===== config.mk =====
export PLATFORM = sky130hd
export DESIGN_NAME = uart_rx_param
export DESIGN_NICKNAME = d
export VERILOG_FILES = /design/src/rtl/uart_pkg.sv /design/src/rtl/sync_fifo.sv /design/src/rtl/uart_rx_param.sv
export SDC_FILE = /design/constraint.sdc
export NUM_CORES = 1
export LEC_CHECK = 0
export ABC_AREA = 1
export CORE_MARGIN = 2
export CORE_UTILIZATION = 65
export CTS_CLUSTER_DIAMETER = 50
export DETAILED_ROUTE_END_ITERATION = 10
export DONT_BUFFER_PORTS = 1
export PLACE_DENSITY = 0.91
export SLEW_MARGIN = 20
export SYNTH_ARGS = -nofsm -noshare
export SYNTH_HDL_FRONTEND = slang
export SYNTH_HIERARCHICAL = 1
export SYNTH_SLANG_ARGS = --single-unit
export TNS_END_PERCENT = 30

===== constraint.sdc =====
create_clock -name clk -period 5.3 [get_ports clk]
set_input_delay 0.795 -clock clk [delete_from_list [all_inputs] [get_ports clk]]
set_output_delay 0.795 -clock clk [all_outputs]
set_load 0.05 [all_outputs]

===== src/rtl/uart_pkg.sv =====
// uart_pkg: shared receiver state encoding and legal parameter ranges.
package uart_pkg;

    typedef enum logic [2:0] {IDLE, START, DATA, PARITY, STOP, WAIT_HIGH} rx_state_t;

    localparam int DATA_W_MIN     = 5;
    localparam int DATA_W_MAX     = 9;
    localparam int OS_RATE_MIN    = 4;
    localparam int STOP_BITS_MAX  = 2;
    localparam int FIFO_DEPTH_MIN = 2;

    function automatic bit is_pow2(input int v);
        return v > 0 && (v & (v - 1)) == 0;
    endfunction

endpackage


===== src/rtl/sync_fifo.sv =====
// sync_fifo: show-ahead FIFO; a pop frees the slot for a push on the same edge.
module sync_fifo #(
    parameter  int WIDTH = 8,
    parameter  int DEPTH = 4,
    localparam int AW    = $clog2(DEPTH),
    localparam int CW    = $clog2(DEPTH + 1)
) (
    input  logic             clk,
    input  logic             rst_n,
    input  logic             i_push,
    input  logic             i_pop,
    input  logic [WIDTH-1:0] i_wdata,
    output logic [WIDTH-1:0] o_rdata,
    output logic             o_full,
    output logic             o_empty,
    output logic [CW-1:0]    o_count
);
    logic [WIDTH-1:0] r_mem [DEPTH];
    logic [AW-1:0]    r_wr;
    logic [AW-1:0]    r_rd;
    logic [CW-1:0]    r_count;
    logic             w_do_pop;
    logic             w_do_push;

    assign o_full    = r_count == CW'(DEPTH);
    assign o_empty   = r_count == '0;
    assign o_count   = r_count;
    assign o_rdata   = o_empty ? '0 : r_mem[r_rd];
    assign w_do_pop  = i_pop && !o_empty;
    assign w_do_push = i_push && (!o_full || w_do_pop);

    always_ff @(posedge clk or negedge rst_n) begin
        if (!rst_n) begin
            r_wr    <= '0;
            r_rd    <= '0;
            r_count <= '0;
        end else begin
            if (w_do_push) r_wr <= r_wr + 1'b1;
            if (w_do_pop) r_rd <= r_rd + 1'b1;
            r_count <= r_count + CW'(w_do_push) - CW'(w_do_pop);
        end
    end

    always_ff @(posedge clk) begin
        if (w_do_push) r_mem[r_wr] <= i_wdata;
    end

endmodule


===== src/rtl/uart_rx_param.sv =====
// uart_rx_param: oversampled UART receiver with configurable framing,
// runtime parity and a show-ahead receive FIFO with sticky error flags.
module uart_rx_param
    import uart_pkg::*;
#(
    parameter  int DATA_W     = 8,
    parameter  int OS_RATE    = 16,
    parameter  int STOP_BITS  = 1,
    parameter  int FIFO_DEPTH = 4,
    localparam int CW         = $clog2(FIFO_DEPTH + 1)
) (
    input  logic              clk,
    input  logic              rst_n,
    input  logic              i_rxd,
    input  logic              i_os_tick,
    input  logic              i_parity_en,
    input  logic              i_parity_odd,
    input  logic              i_rd_en,
    input  logic              i_err_clr,
    output logic [DATA_W-1:0] o_rd_data,
    output logic              o_rd_valid,
    output logic [CW-1:0]     o_fifo_count,
    output logic              o_rx_busy,
    output logic              o_frame_err,
    output logic              o_parity_err,
    output logic              o_overrun
);
    localparam int TW = $clog2(OS_RATE);
    localparam int BW = $clog2(DATA_W);
    localparam logic [TW-1:0] TICK_MID  = TW'(OS_RATE / 2 - 1);
    localparam logic [TW-1:0] TICK_END  = TW'(OS_RATE - 1);
    localparam logic [BW-1:0] LAST_BIT  = BW'(DATA_W - 1);
    localparam logic [BW-1:0] LAST_STOP = BW'(STOP_BITS - 1);

    if (DATA_W < DATA_W_MIN || DATA_W > DATA_W_MAX) begin : g_bad_data_w
        $error("DATA_W must be 5..9");
    end
    if (OS_RATE < OS_RATE_MIN || OS_RATE % 2 != 0) begin : g_bad_os_rate
        $error("OS_RATE must be even and >= 4");
    end
    if (STOP_BITS < 1 || STOP_BITS > STOP_BITS_MAX) begin : g_bad_stop_bits
        $error("STOP_BITS must be 1 or 2");
    end
    if (FIFO_DEPTH < FIFO_DEPTH_MIN || !is_pow2(FIFO_DEPTH)) begin : g_bad_depth
        $error("FIFO_DEPTH must be a power of 2, >= 2");
    end

    rx_state_t         r_state, w_state_nx;
    logic [1:0]        r_sync;
    logic [TW-1:0]     r_tick, w_tick_nx;
    logic [BW-1:0]     r_bit, w_bit_nx;
    logic [DATA_W-1:0] r_shift, w_shift_nx;
    logic              r_par_en, w_par_en_nx;
    logic              r_par_odd, w_par_odd_nx;
    logic              r_par_bad, w_par_bad_nx;
    logic              r_stop_bad, w_stop_bad_nx;
    logic              r_frame_err, r_parity_err, r_overrun;
    logic              w_rxd, w_mid, w_push, w_fe, w_pe, w_ov, w_full, w_empty;

    assign w_rxd        = r_sync[1];
    assign w_mid        = i_os_tick && (r_tick == (r_state == START ? TICK_MID : TICK_END));
    assign w_ov         = w_push && w_full && !i_rd_en;
    assign o_rd_valid   = !w_empty;
    assign o_rx_busy    = r_state != IDLE;
    assign o_frame_err  = r_frame_err;
    assign o_parity_err = r_parity_err;
    assign o_overrun    = r_overrun;

    always_ff @(posedge clk or negedge rst_n) begin
        if (!rst_n) begin
            r_sync       <= 2'b11;
            r_state      <= IDLE;
            r_tick       <= '0;
            r_bit        <= '0;
            r_shift      <= '0;
            r_par_en     <= 1'b0;
            r_par_odd    <= 1'b0;
            r_par_bad    <= 1'b0;
            r_stop_bad   <= 1'b0;
            r_frame_err  <= 1'b0;
            r_parity_err <= 1'b0;
            r_overrun    <= 1'b0;
        end else begin
            r_sync       <= {r_sync[0], i_rxd};
            r_state      <= w_state_nx;
            r_tick       <= w_tick_nx;
            r_bit        <= w_bit_nx;
            r_shift      <= w_shift_nx;
            r_par_en     <= w_par_en_nx;
            r_par_odd    <= w_par_odd_nx;
            r_par_bad    <= w_par_bad_nx;
            r_stop_bad   <= w_stop_bad_nx;
            // A flag being set outranks a simultaneous clear.
            r_frame_err  <= w_fe | (r_frame_err & ~i_err_clr);
            r_parity_err <= w_pe | (r_parity_err & ~i_err_clr);
            r_overrun    <= w_ov | (r_overrun & ~i_err_clr);
        end
    end

    always_comb begin
        w_state_nx    = r_state;
        w_tick_nx     = (i_os_tick && r_state != IDLE && r_state != WAIT_HIGH) ? r_tick + 1'b1 : r_tick;
        w_bit_nx      = r_bit;
        w_shift_nx    = r_shift;
        w_par_en_nx   = r_par_en;
        w_par_odd_nx  = r_par_odd;
        w_par_bad_nx  = r_par_bad;
        w_stop_bad_nx = r_stop_bad;
        w_push        = 1'b0;
        w_fe          = 1'b0;
        w_pe          = 1'b0;
        case (r_state)
            IDLE: if (!w_rxd) begin
                w_state_nx = START;
                w_tick_nx  = '0;
            end
            START: if (w_mid) begin
                w_tick_nx     = '0;
                w_bit_nx      = '0;
                w_par_en_nx   = i_parity_en;
                w_par_odd_nx  = i_parity_odd;
                w_par_bad_nx  = 1'b0;
                w_stop_bad_nx = 1'b0;
                w_state_nx    = w_rxd ? IDLE : DATA;
            end
            DATA: if (w_mid) begin
                w_tick_nx  = '0;
                w_shift_nx = {w_rxd, r_shift[DATA_W-1:1]};
                w_bit_nx   = r_bit == LAST_BIT ? '0 : r_bit + 1'b1;
                if (r_bit == LAST_BIT) w_state_nx = r_par_en ? PARITY : STOP;
            end
            PARITY: if (w_mid) begin
                w_tick_nx    = '0;
                w_par_bad_nx = (^r_shift ^ w_rxd) != r_par_odd;
                w_state_nx   = STOP;
            end
            STOP: if (w_mid) begin
                w_tick_nx     = '0;
                w_bit_nx      = r_bit + 1'b1;
                w_stop_bad_nx = r_stop_bad | !w_rxd;
                if (r_bit == LAST_STOP) begin
                    w_bit_nx = '0;
                    // A low stop bit may be a break; wait for the line to recover.
                    if (r_stop_bad || !w_rxd) begin
                        w_fe       = 1'b1;
                        w_state_nx = WAIT_HIGH;
                    end else begin
                        w_pe       = r_par_bad;
                        w_push     = !r_par_bad;
                        w_state_nx = IDLE;
                    end
                end
            end
            WAIT_HIGH: if (w_rxd) w_state_nx = IDLE;
            default: w_state_nx = IDLE;
        endcase
    end

    sync_fifo #(.WIDTH(DATA_W), .DEPTH(FIFO_DEPTH)) u_fifo (
        .clk     (clk),
        .rst_n   (rst_n),
        .i_push  (w_push),
        .i_pop   (i_rd_en),
        .i_wdata (r_shift),
        .o_rdata (o_rd_data),
        .o_full  (w_full),
        .o_empty (w_empty),
        .o_count (o_fifo_count)
    );

endmodule


==> results.md, run 1 <==
- Reg2Reg Depth: 9
- Leakage power: between 1.5 and 2 nW
- Die width: 77.0 um
- Slew margin rel.: 29.7%
- Worst Setup SP: u_fifo/r_rd[0]
- Post-synth top area cell: edfxtp_1
- Antenna-violating nets left: 0
- Die area: a little under 6000 um^2
- Grt met1 use: 25.4%
- Synth warn: 6
- WP data arrival: 2350 ps
- FILL cells: between 300 and 400
- Cell Chain, Critical Path: inv_6 -> nand2_1 -> nand3_1 -> a21oi_1
- Critical Path End: o_rd_data[4]
- Number of nets in the layout: around 410
- Final hold slack: 145 ps
- GR Util met2: 41.4%
- Initial Util: 67.7%
- Crit Path Class: reg2out
- RSZ-0062 raised after global routing: no
- Max-cap viol count: 0
- Core area: 5110 um^2
- CTS buffer count: 9
- FFs w/ async S/R, synth: around 50%
- EDFF count, synth: 32
- Power Total: 1.71 mW
- CP endpoint kind: output pin
- Crit share post-route: 59.3%
- CP Data Required Time: 4510 ps
- Htree depth: 3
- Worst path max stage delay: 820 ps
- CP Depth: 4
- Residual DRC: 0
- Layout overhead on the synthesized area: 6.47%
- Most common cell in the synthesized netlist: nand2_1
- Post_cts resized: 0
- Gate Count Post-Synth: 389
- Global-route usage over all layers: a little under a quarter
- Sequential fraction of the synthesis area: 52.4%
- Clk Latency, worst-skew pair: 340 ps
- Main area contributors after synthesis: edfxtp_1 28%, dfrtp_1 23%, nand2_1 12%
- Minimum clock period after layout: 3140 ps
- Slew @ Worst Pin: 1060 ps
- Vias: 2,434
- # diodes: 0
- CTS tree: done
- R2r endpoint: u_fifo/r_mem[1][5]
- DRT Wirelength: a little over 6000 um
- Pwr Density: ~460 nW/um^2
- Final GP Congestion: 0.821
- Hold Buf Count CTS: 0
- Pin count of the biggest net entering global routing: 35
- Final Max Slew Viols: 0
- Setup bufs post-CTS: 0
- Type of origin of the critical path: register
- CTS root buf: clkbuf_8
- Seq cells post-synth: 66
- Post-synth top area share: 27.8%
- Status: completed
- Clock slew at reported path FFs: 80 ps
- Fmax achieved: between 0.3 and 0.4 GHz
- Net Count, Synth: 407
- Setup-failing EPs final: 0
- Busiest grt layer: met2
- Via density: 5.18
- Setup TNS Final: 0 ps
- I/O pin count: 24
- Post-DR wirelength/cell: 13.0 um
- Detailed-placement wirelength estimate: 4330 um
- Longest Clk Path Bufs: 2
- Vias in the first global route: between 2,000 and 2,500
- Die Span Y: 77.0 um
- Initial antenna violation count: 0
- Worst min path class: in2async
- Port Buf Inserts: 0
- Slowest cell on crit path: a21oi_1
- Biggest fanout along the worst timing path: 19
- Layout Skew: 12.2 ps
- FF-to-FF Start: r_tick[0]
- First DRT Iteration DRCs: 180
- First-pass iteration count of the detailed router: 5
- First-pass GRT wire length: 10,500 um
- Gr ovfl total: 0
- Count of cell types in the netlist: 35
- Critical path buffer and inverter count: 1
- # clock sinks: 66
- Cell Area, Synth: 3460 um^2
- Crit-path leading delay family: compound AO/OA/AOI/OAI gates
- Top FF cell, synth: edfxtp_1
- Met3 Track Usage GR: 5.53%
- Worst reg2reg setup slack: 2730 ps
- Final Hold Violating Endpoints: 0
- Row count: 26
- Share of layout cells above drive strength 1: 12.0%
- Worst VDD drop: between 300 and 400 uV
- Syn_area_per_cell: 8.89 um^2
- Leading post-synthesis cells by instance count: 113 x nand2_1, 76 x inv_1, 32 x dfrtp_1, 32 x edfxtp_1, 31 x nand3_1
## routing by layer
metal  up-vias  part of all wire (%)
met2        69                    53
met1      1123                    40
met4         0                   2.0
li1       1229                     -
met3        13                   4.5
met5         -                     0
## logic make-up (layout without fill, tap and decap cells)
family,count (synthesis),after routing,synth area share [%]
DFF,66,66,52.4
xor gates and xnor gates,10,10,2.53
adders and majority gates,10,10,3.83
buffers and inverters,88,99,10.8
AOI/OAI and AO/OA,31,31,5.71
and+or+nand+nor,184,184,24.7
## registers in the layout, summed over array words and instances, names as in the netlist
signal and cells:
o_frame_err 1, o_parity_err 1, o_overrun 1, r_par_odd 1, r_tick 4, r_sync 2, r_par_bad 1, u_fifo/o_count 3
u_fifo/r_rd 2, r_state 3, r_shift 8, r_bit 3, r_par_en 1, u_fifo/r_wr 2, u_fifo/r_mem 32, r_stop_bad 1
## area by class of cell
class	instances	area [um^2]	share of cell area, %
flip-flops and latches	66	1810	49.3
well taps	70	87.6	2.38
clock inverters	6	57.6	1.56
clock buffers	10	128	3.46
multi-input cells	235	1270	34.5
inverters	83	324	8.80
## cell usage in the layout, fill, tap and decap left out, types with 6 or more instances in the layout
cell type and instances:
inv_1 76, edfxtp_1 32, nand2_1 113, nand2_4 6, nand3_1 31, nor2_1 16
xnor2_1 6, o21ai_0 11, dfrtp_1 32, clkbuf_8 9, ha_1 9, a21oi_1 7
o21ai_2 7
## per-stage QoR
| stage | std cells | setup slack (ps) | instance area, um^2 | utilization [%] |
|---|---|---|---|---|
| after global placement | 454 | 2590 | 3500 | 68.5 |
| after CTS | 470 | 2150 | 3680 | 72.1 |
| final | 470 | 2160 | 3680 | 72.1 |
| after detailed placement | 454 | 2510 | 3500 | 68.5 |
| after floorplan | 389 | 2730 | 3460 | - |
| after global routing | 470 | 1990 | 3680 | 72.1 |
## worst min path at each step
stage	cells past startpoint	startpoint	end	slack, ps
after global placement	0	r_sync[0]	r_sync[1]	350
after detailed placement	0	r_sync[0]	r_sync[1]	350
after floorplan	0	r_sync[0]	r_sync[1]	350
after CTS	0	rst_n	o_overrun	140
final	0	rst_n	o_overrun	150
after global routing	0	rst_n	o_overrun	120
## power by group
group          switching, mW  internal, mW  total, mW
combinational          0.469         0.149      0.618
clock                  0.180         0.213      0.394
sequential             0.123         0.576      0.699
(Power assumes the default switching activity.)
==> run 2, diff against run 1 <==
- CORE_UTILIZATION: 65 -> 57
- PLACE_DENSITY: 0.91 -> 0.85
- clock period: 5.3 -> 2.6 ns (I/O delays scaled with it)
==> run 2 against run 1 <==
Clock skew fell by 4.4 ps. Worst hold slack got worse by 94 ps. Total power is 120% higher. Setup slack worse by 1900 ps. Flip-flop and latch count unchanged. Utilization shrank 7.0 points. Non-clock buffer count grew 17. First-iteration DRC count down 7.2%. Die area up 13%. Sequential power is 89% higher. Critical path depth increased by 8. Routed wire length increased by 1.8%. Largest power group is now combinational cells.
==> results.md, run 2 (same netlist as run 1, synthesis figures left out) <==
- Die area: 6710 um^2 (+13%)
- Crit share post-route: 90.0%
- CTS tree: done
- Type of origin of the critical path: register
- Pwr Density: 964 nW/um^2 (+110%)
- I/O pin count: 24 (unchanged)
- Biggest fanout along the worst timing path: 8 (-11)
- Power Total: 3.70 mW (+120%)
- DP Worst Slack: 270 ps (-2240 ps)
- R2r endpoint: u_fifo/o_count[2]
- Worst min path class: in2reg
- Share of layout cells above drive strength 1: 15.6% (+3.6 points)
- # diodes: 0 (unchanged)
- Crit Path Class: reg2reg
- Regs by FF count: u_fifo/r_mem (32), r_shift (8), r_tick (4)
- Worst hold endpoint: r_sync[0]
- Initial antenna violation count: 0 (unchanged)
- Final Max Slew Viols: 0 (unchanged)
- Die Span Y: 81.9 um (+6.4%)
- DRT Wirelength: 6200 um (+1.8%)
- WP data arrival: 2560 ps (+210 ps)
- Slew @ Worst Pin: 605 ps (-453 ps)
- Most frequent cells in the layout: 113 x nand2_1, 76 x inv_1, 32 x dfrtp_1, 32 x edfxtp_1, 31 x nand3_1
- # clock sinks: 66 (unchanged)
- Largest register FFs: 32 (unchanged)
- Clk Latency, worst-skew pair: 330 ps (about the same)
- Residual DRC: 0 (unchanged)
- Via density: 4.97 (-4.0%)
- Layout overhead on the synthesized area: 10.8%
- Reg2Reg Depth: 12 (+3)
- Port Buf Inserts: 0 (unchanged)
- Layout Skew: 7.83 ps (-4.37 ps)
- Detailed-placement wirelength estimate: 4430 um (+2.2%)
- Final GP Congestion: 0.838 (+2.0%)
- CP endpoint kind: register
- Antenna-violating nets left: 0 (unchanged)
- FF-to-FF Start: r_tick[0]
- First-pass iteration count of the detailed router: 4 (-1)
- Min-delay src: i_rxd
- First DRT Iteration DRCs: 167 (-7.2%)
- Clock slew at reported path FFs: 70 ps (about the same)
- First-pass GRT wire length: 10,700 um (+1.4%)
- Setup-failing EPs final: 0 (unchanged)
- Setup WS post-layout: 261 ps (-1900 ps)
- Most common cell after layout, fill and taps aside: nand2_1
- Number of nets in the layout: 430 (+4.1%)
- Post-DP Area: 3620 um^2 (+3.4%)
- Fmax achieved: about 0.43 GHz
- Minimum clock period after layout: between 2000 and 2500 ps
- Post-DR wirelength/cell: 12.6 um (-2.8%)
- Met3 WL: 254 um (-7.6%)
- Setup TNS Final: 0 ps (unchanged)
- Row count: 28 (+7.7%)
- Worst reg2reg setup slack: 260 ps (-2470 ps)
- Setup bufs post-CTS: 0 (unchanged)
- Htree depth: 3 (unchanged)
- Leakage power: 1.95 nW (+4.9%)
- Die width: 81.9 um (+6.4%)
- Global-route usage over all layers: 21.2% (-1.6 points)
- Worst VDD drop: 867 uV (+180%)
- CTS buffer count: 9 (unchanged)
- Longest Clk Path Bufs: 2 (unchanged)
- CP Data Required Time: 2820 ps (-1690 ps)
- Slew margin rel.: 59.7% (+30 points)
- Post-Route M1 WL: 2660 um (+8.8%)
- Gr ovfl total: 0 (unchanged)
- Core area: 5890 um^2 (+15%)
- Max-cap viol count: 0 (unchanged)
- Top Layer Used: met4
- WL met2: 3200 um (-1.3%)
- RSZ-0062 raised after global routing: no
- Pin count of the biggest net entering global routing: 35 (unchanged)
- Hold path depth: 0
- CTS root buf: clkbuf_8
- Largest Register: u_fifo/r_mem
- Vias in the first global route: 2,477 (+4.2%)
- Vias: 2,445 (+0.45%)
- Status: completed
- Initial Util: 58.8% (-9.0 points)
- Final hold slack: 51.3 ps (-94.1 ps)
- Final Hold Violating Endpoints: 0 (unchanged)
- Finished Cell Area: 3830 um^2 (+4.1%)
==> run 2: how the worst max path moves through the flow <==
stage	slack, ps	endpoint	startpoint	cells after the start
finish	260	u_fifo/o_count[2]	r_tick[0]	12
global route	100	u_fifo/o_count[2]	r_tick[0]	12
CTS	260	o_rd_data[6]	u_fifo/o_count[0]	4
detailed placement	270	u_fifo/o_count[2]	r_tick[0]	12
global placement	320	u_fifo/o_count[2]	r_tick[0]	12
floorplan	300	u_fifo/o_count[2]	r_tick[0]	12
==> run 2: critical path, stage by stage, from the launching register on <==
cell and delay, ps:
dfrtp_1 390, ha_1 150, inv_1 50, nor2_1 240, nand2_4 100, nor2_8 160, nand2_1 100, nor2_2 90
nand3b_1 160, nand2_1 80, ha_1 190, fa_1 380, xnor2_1 140
==> run 2: routing by layer <==
metal	vias up	track usage, %
met4	0	7.67
met2	47	38.3
li1	1254	-
met3	9	6.26
met1	1135	23.6
met5	-	0
==> run 2: metrics by stage <==
step	utilization, %	cells
2_1_floorplan	-	389
3_3_place_gp	61.5	474
3_5_place_dp	61.5	474
4_1_cts	65.1	492
5_1_grt	65.1	492
6_report	65.1	492
==> run 2: layout make-up <==
cell class / count / area [um^2]
clock inverters: 5 / 55.1
flip-flops and latches: 66 / 1810
repair buffers: 17 / 143
inverters: 83 / 324
multi-input cells: 235 / 1270
well taps: 75 / 93.8
clock buffers: 11 / 131
fillers: 460 / 2050
==> run 2: power breakdown <==
group	switching (mW)	internal, mW
logic	1.12	0.444
clock network	0.378	0.440
registers	0.144	1.18
total	1.64	2.06
==> run 2: what timing repair did <==
item | CTS | global route
endpoints found under the setup margin | 0 | 0
hold endpoints to repair | 34 | 0
hold buffers | 2 | 0
gates resized for setup | 0 | 0
==> run 3, diff against run 2 <==
==> constraint.sdc (replaced) <==
create_clock -name clk -period 2.6 [get_ports clk]
set_input_delay 0.39 -clock clk [delete_from_list [all_inputs] [get_ports clk]]
set_output_delay 0.39 -clock clk [all_outputs]
set_load 0.1 [all_outputs]
==> run 3 against run 2 <==
Register-to-register slack got worse by 40 ps. Via count increased by 1.1%. Global-route usage increased by 0.094 points. Cell area increased by 5.4%. Clock power increased by 22%.
==> results.md, run 3 (same netlist as run 1, synthesis figures left out) <==
- Status: completed
- DRT Wirelength: 6110 um (-1.5%)
- Type of origin of the critical path: register
- # diodes: 0 (unchanged)
- Finished Cell Area: 4040 um^2 (+5.4%)
- Leakage power: 2.04 nW (+4.4%)
- Number of nets in the layout: 433 (+0.70%)
- Most common cell after layout, fill and taps aside: nand2_1
- Fmax achieved: 0.420 GHz (-1.9%)
- Minimum clock period after layout: 2380 ps (+44.6 ps)
- Switching power: 2.23 mW (+36%)
- Crit-path leading delay family: simple AND/OR/NAND/NOR gates
- Vias in the first global route: 2,365 (-4.5%)
- First-pass iteration count of the detailed router: 4 (unchanged)
- First DRT Iteration DRCs: 185 (+11%)
- Core area: 5890 um^2 (unchanged)
- Final Max Slew Viols: 0 (unchanged)
- Final hold slack: 45.2 ps (-6.17 ps)
- I/O pin count: 24 (unchanged)
- Setup bufs post-CTS: 0 (unchanged)
- Pwr Density: 1190 nW/um^2 (+23%)
- Largest register FFs: 32 (unchanged)
- Longest Clk Path Bufs: 2 (unchanged)
- Cell Chain, Critical Path: ha_1 -> inv_1 -> nor2_1 -> nand2_4 -> nor2_8 -> nand2_1 -> nor2_2 -> nand3b_1 -> nand2_1 -> ha_1 -> fa_1 -> xnor2_1
- Multi-input gate area: 1300 um^2 (+2.1%)
- Htree depth: 3 (unchanged)
- Port Buf Inserts: 0 (unchanged)
- Sequential cell area: 1810 um^2 (unchanged)
- Initial Util: 58.8% (unchanged)
- Biggest fanout along the worst timing path: 8 (unchanged)
- Vias: 2,473 (+1.1%)
- WP data arrival: 2610 ps (+50 ps)
- Largest Register: u_fifo/r_mem
- CTS root buf: clkbuf_8
- Die area: 6710 um^2 (unchanged)
- Final GP Congestion: 0.835 (-0.31%)
- Slew @ Worst Pin: 907 ps (+303 ps)
- Die Span Y: 81.9 um (unchanged)
- # clock sinks: 66 (unchanged)
- Final Hold Violating Endpoints: 0 (unchanged)
- Combinational Power Share: 51.5% (+9.3 points)
- Reg power frac: 27.7% (-8.0 points)
- Cell-internal power: 2.56 mW (+24%)
- Critical path buffer and inverter count: 1 (unchanged)
- Sw Share: 46.6% (+2.3 points)
- Post-DR wirelength/cell: 12.3 um (-2.0%)
- Die width: 81.9 um (unchanged)
- Slew margin rel.: 39.5% (-20 points)
- Share of layout cells above drive strength 1: 17.9% (+2.3 points)
- Residual DRC: 0 (unchanged)
- Max-cap viol count: 0 (unchanged)
- Most frequent cells in the layout: 113 x nand2_1, 76 x inv_1, 32 x dfrtp_1, 32 x edfxtp_1, 31 x nand3_1
- Pin count of the biggest net entering global routing: 35 (unchanged)
- Post-DP Area: 3780 um^2 (+4.5%)
- Power Total: 4.79 mW (+30%)
- Crit share post-route: 91.7% (+1.7 points)
- Min-delay src: i_rxd
- Worst VDD drop: 1310 uV (+51%)
- Gr ovfl total: 0 (unchanged)
- Setup-failing EPs final: 0 (unchanged)
- CP endpoint kind: register
- Post-layout util: 68.6% (+3.5 points)
- Initial antenna violation count: 0 (unchanged)
- Clock slew at reported path FFs: 70 ps (about the same)
- Row count: 28 (unchanged)
- Crit Path Class: reg2reg
- CTS tree: done
- Slowest cell on crit path: dfrtp_1
- First-pass GRT wire length: 10,500 um (-1.4%)
- Antenna-violating nets left: 0 (unchanged)
- Layout overhead on the synthesized area: 16.8%
- Detailed-placement wirelength estimate: 4310 um (-2.6%)
- Worst min path class: in2reg
- Clk Latency, worst-skew pair: 340 ps (about the same)
- Worst path max stage delay: 390 ps (about the same)
- FF-to-FF Start: r_tick[0]
- Worst Setup SP: r_tick[0]
- Regs by FF count: u_fifo/r_mem (32), r_shift (8), r_tick (4)
- CP Data Required Time: 2830 ps (about the same)
- FILL cells: 427 (-7.2%)
- Clk pwr share: 20.9% (-1.2 points)
- RSZ-0062 raised after global routing: no
- Layout Skew: 5.62 ps (-2.20 ps)
- CTS buffer count: 9 (unchanged)
- Global-route usage over all layers: 21.3% (+0.094 points)
- Via density: 5.00 (+0.53%)
-- run 3: path summary, 6_finish.rpt --
check / endpoint / slack (ps) / cells after the start
min in group asynchronous: r_state[1] / 490 / 2
setup reg to reg: u_fifo/o_count[2] / 220 / 12
hold reg to reg: r_sync[1] / 360 / 0
hold / removal: r_sync[0] / 50 / 0
max in group asynchronous: r_sync[0] / 1870 / 2
setup / recovery: u_fifo/o_count[2] / 220 / 12
-- run 3: per-layer routing --
metal,wire (um),track usage [%],vias up
met4,136,10.7,0
li1,-,-,1268
met1,2610,24.8,1149
met5,0,0,-
met2,3110,36.7,43
met3,251,5.16,13
-- run 3: repair_timing --
item / CTS / global route
hold buffers: 2 / 0
setup endpoints to repair: 0 / 0
hold endpoints to repair: 34 / 0
gates resized for setup: 0 / 0
-- run 3: through the flow --
| stage | worst slack [ps] | cells | setup TNS (ps) |
|---|---|---|---|
| 3_3_place_gp | 332 | 477 | 0 |
| 4_1_cts | 214 | 495 | 0 |
| 3_5_place_dp | 240 | 477 | 0 |
| 2_1_floorplan | -620 | 389 | -4340 |
| 6_report | 217 | 495 | 0 |
| 5_1_grt | 12.2 | 495 | 0 |
-- run 3: power groups by stage --
stage | sequential, mW | clock, mW | combinational [mW]
final | 1.33 | 1.00 | 2.47
after global routing | 1.34 | 1.06 | 2.63
after CTS | 1.33 | 1.01 | 2.48
after detailed placement | 1.35 | 0 | 2.46
after global placement | 1.34 | 0 | 2.42
after floorplan | 1.45 | 0 | 1.65
-- run 3: area by class of cell --
type	count	area share, %
repair buffers	20	6.88
clock buffers	9	3.07
flip-flops and latches	66	44.9
clock inverters	7	2.66
inverters	83	8.02
well taps	75	2.32
multi-input cells	235	32.1
-- run 3: worst reg2reg max path, stage by stage, from the launching register on --
cell and delay, ps:
dfrtp_1 390, ha_1 160, inv_1 50, nor2_1 260, nand2_4 110, nor2_8 160
nand2_1 100, nor2_2 110, nand3b_1 160, nand2_1 80, ha_1 190, fa_1 370
xnor2_1 140
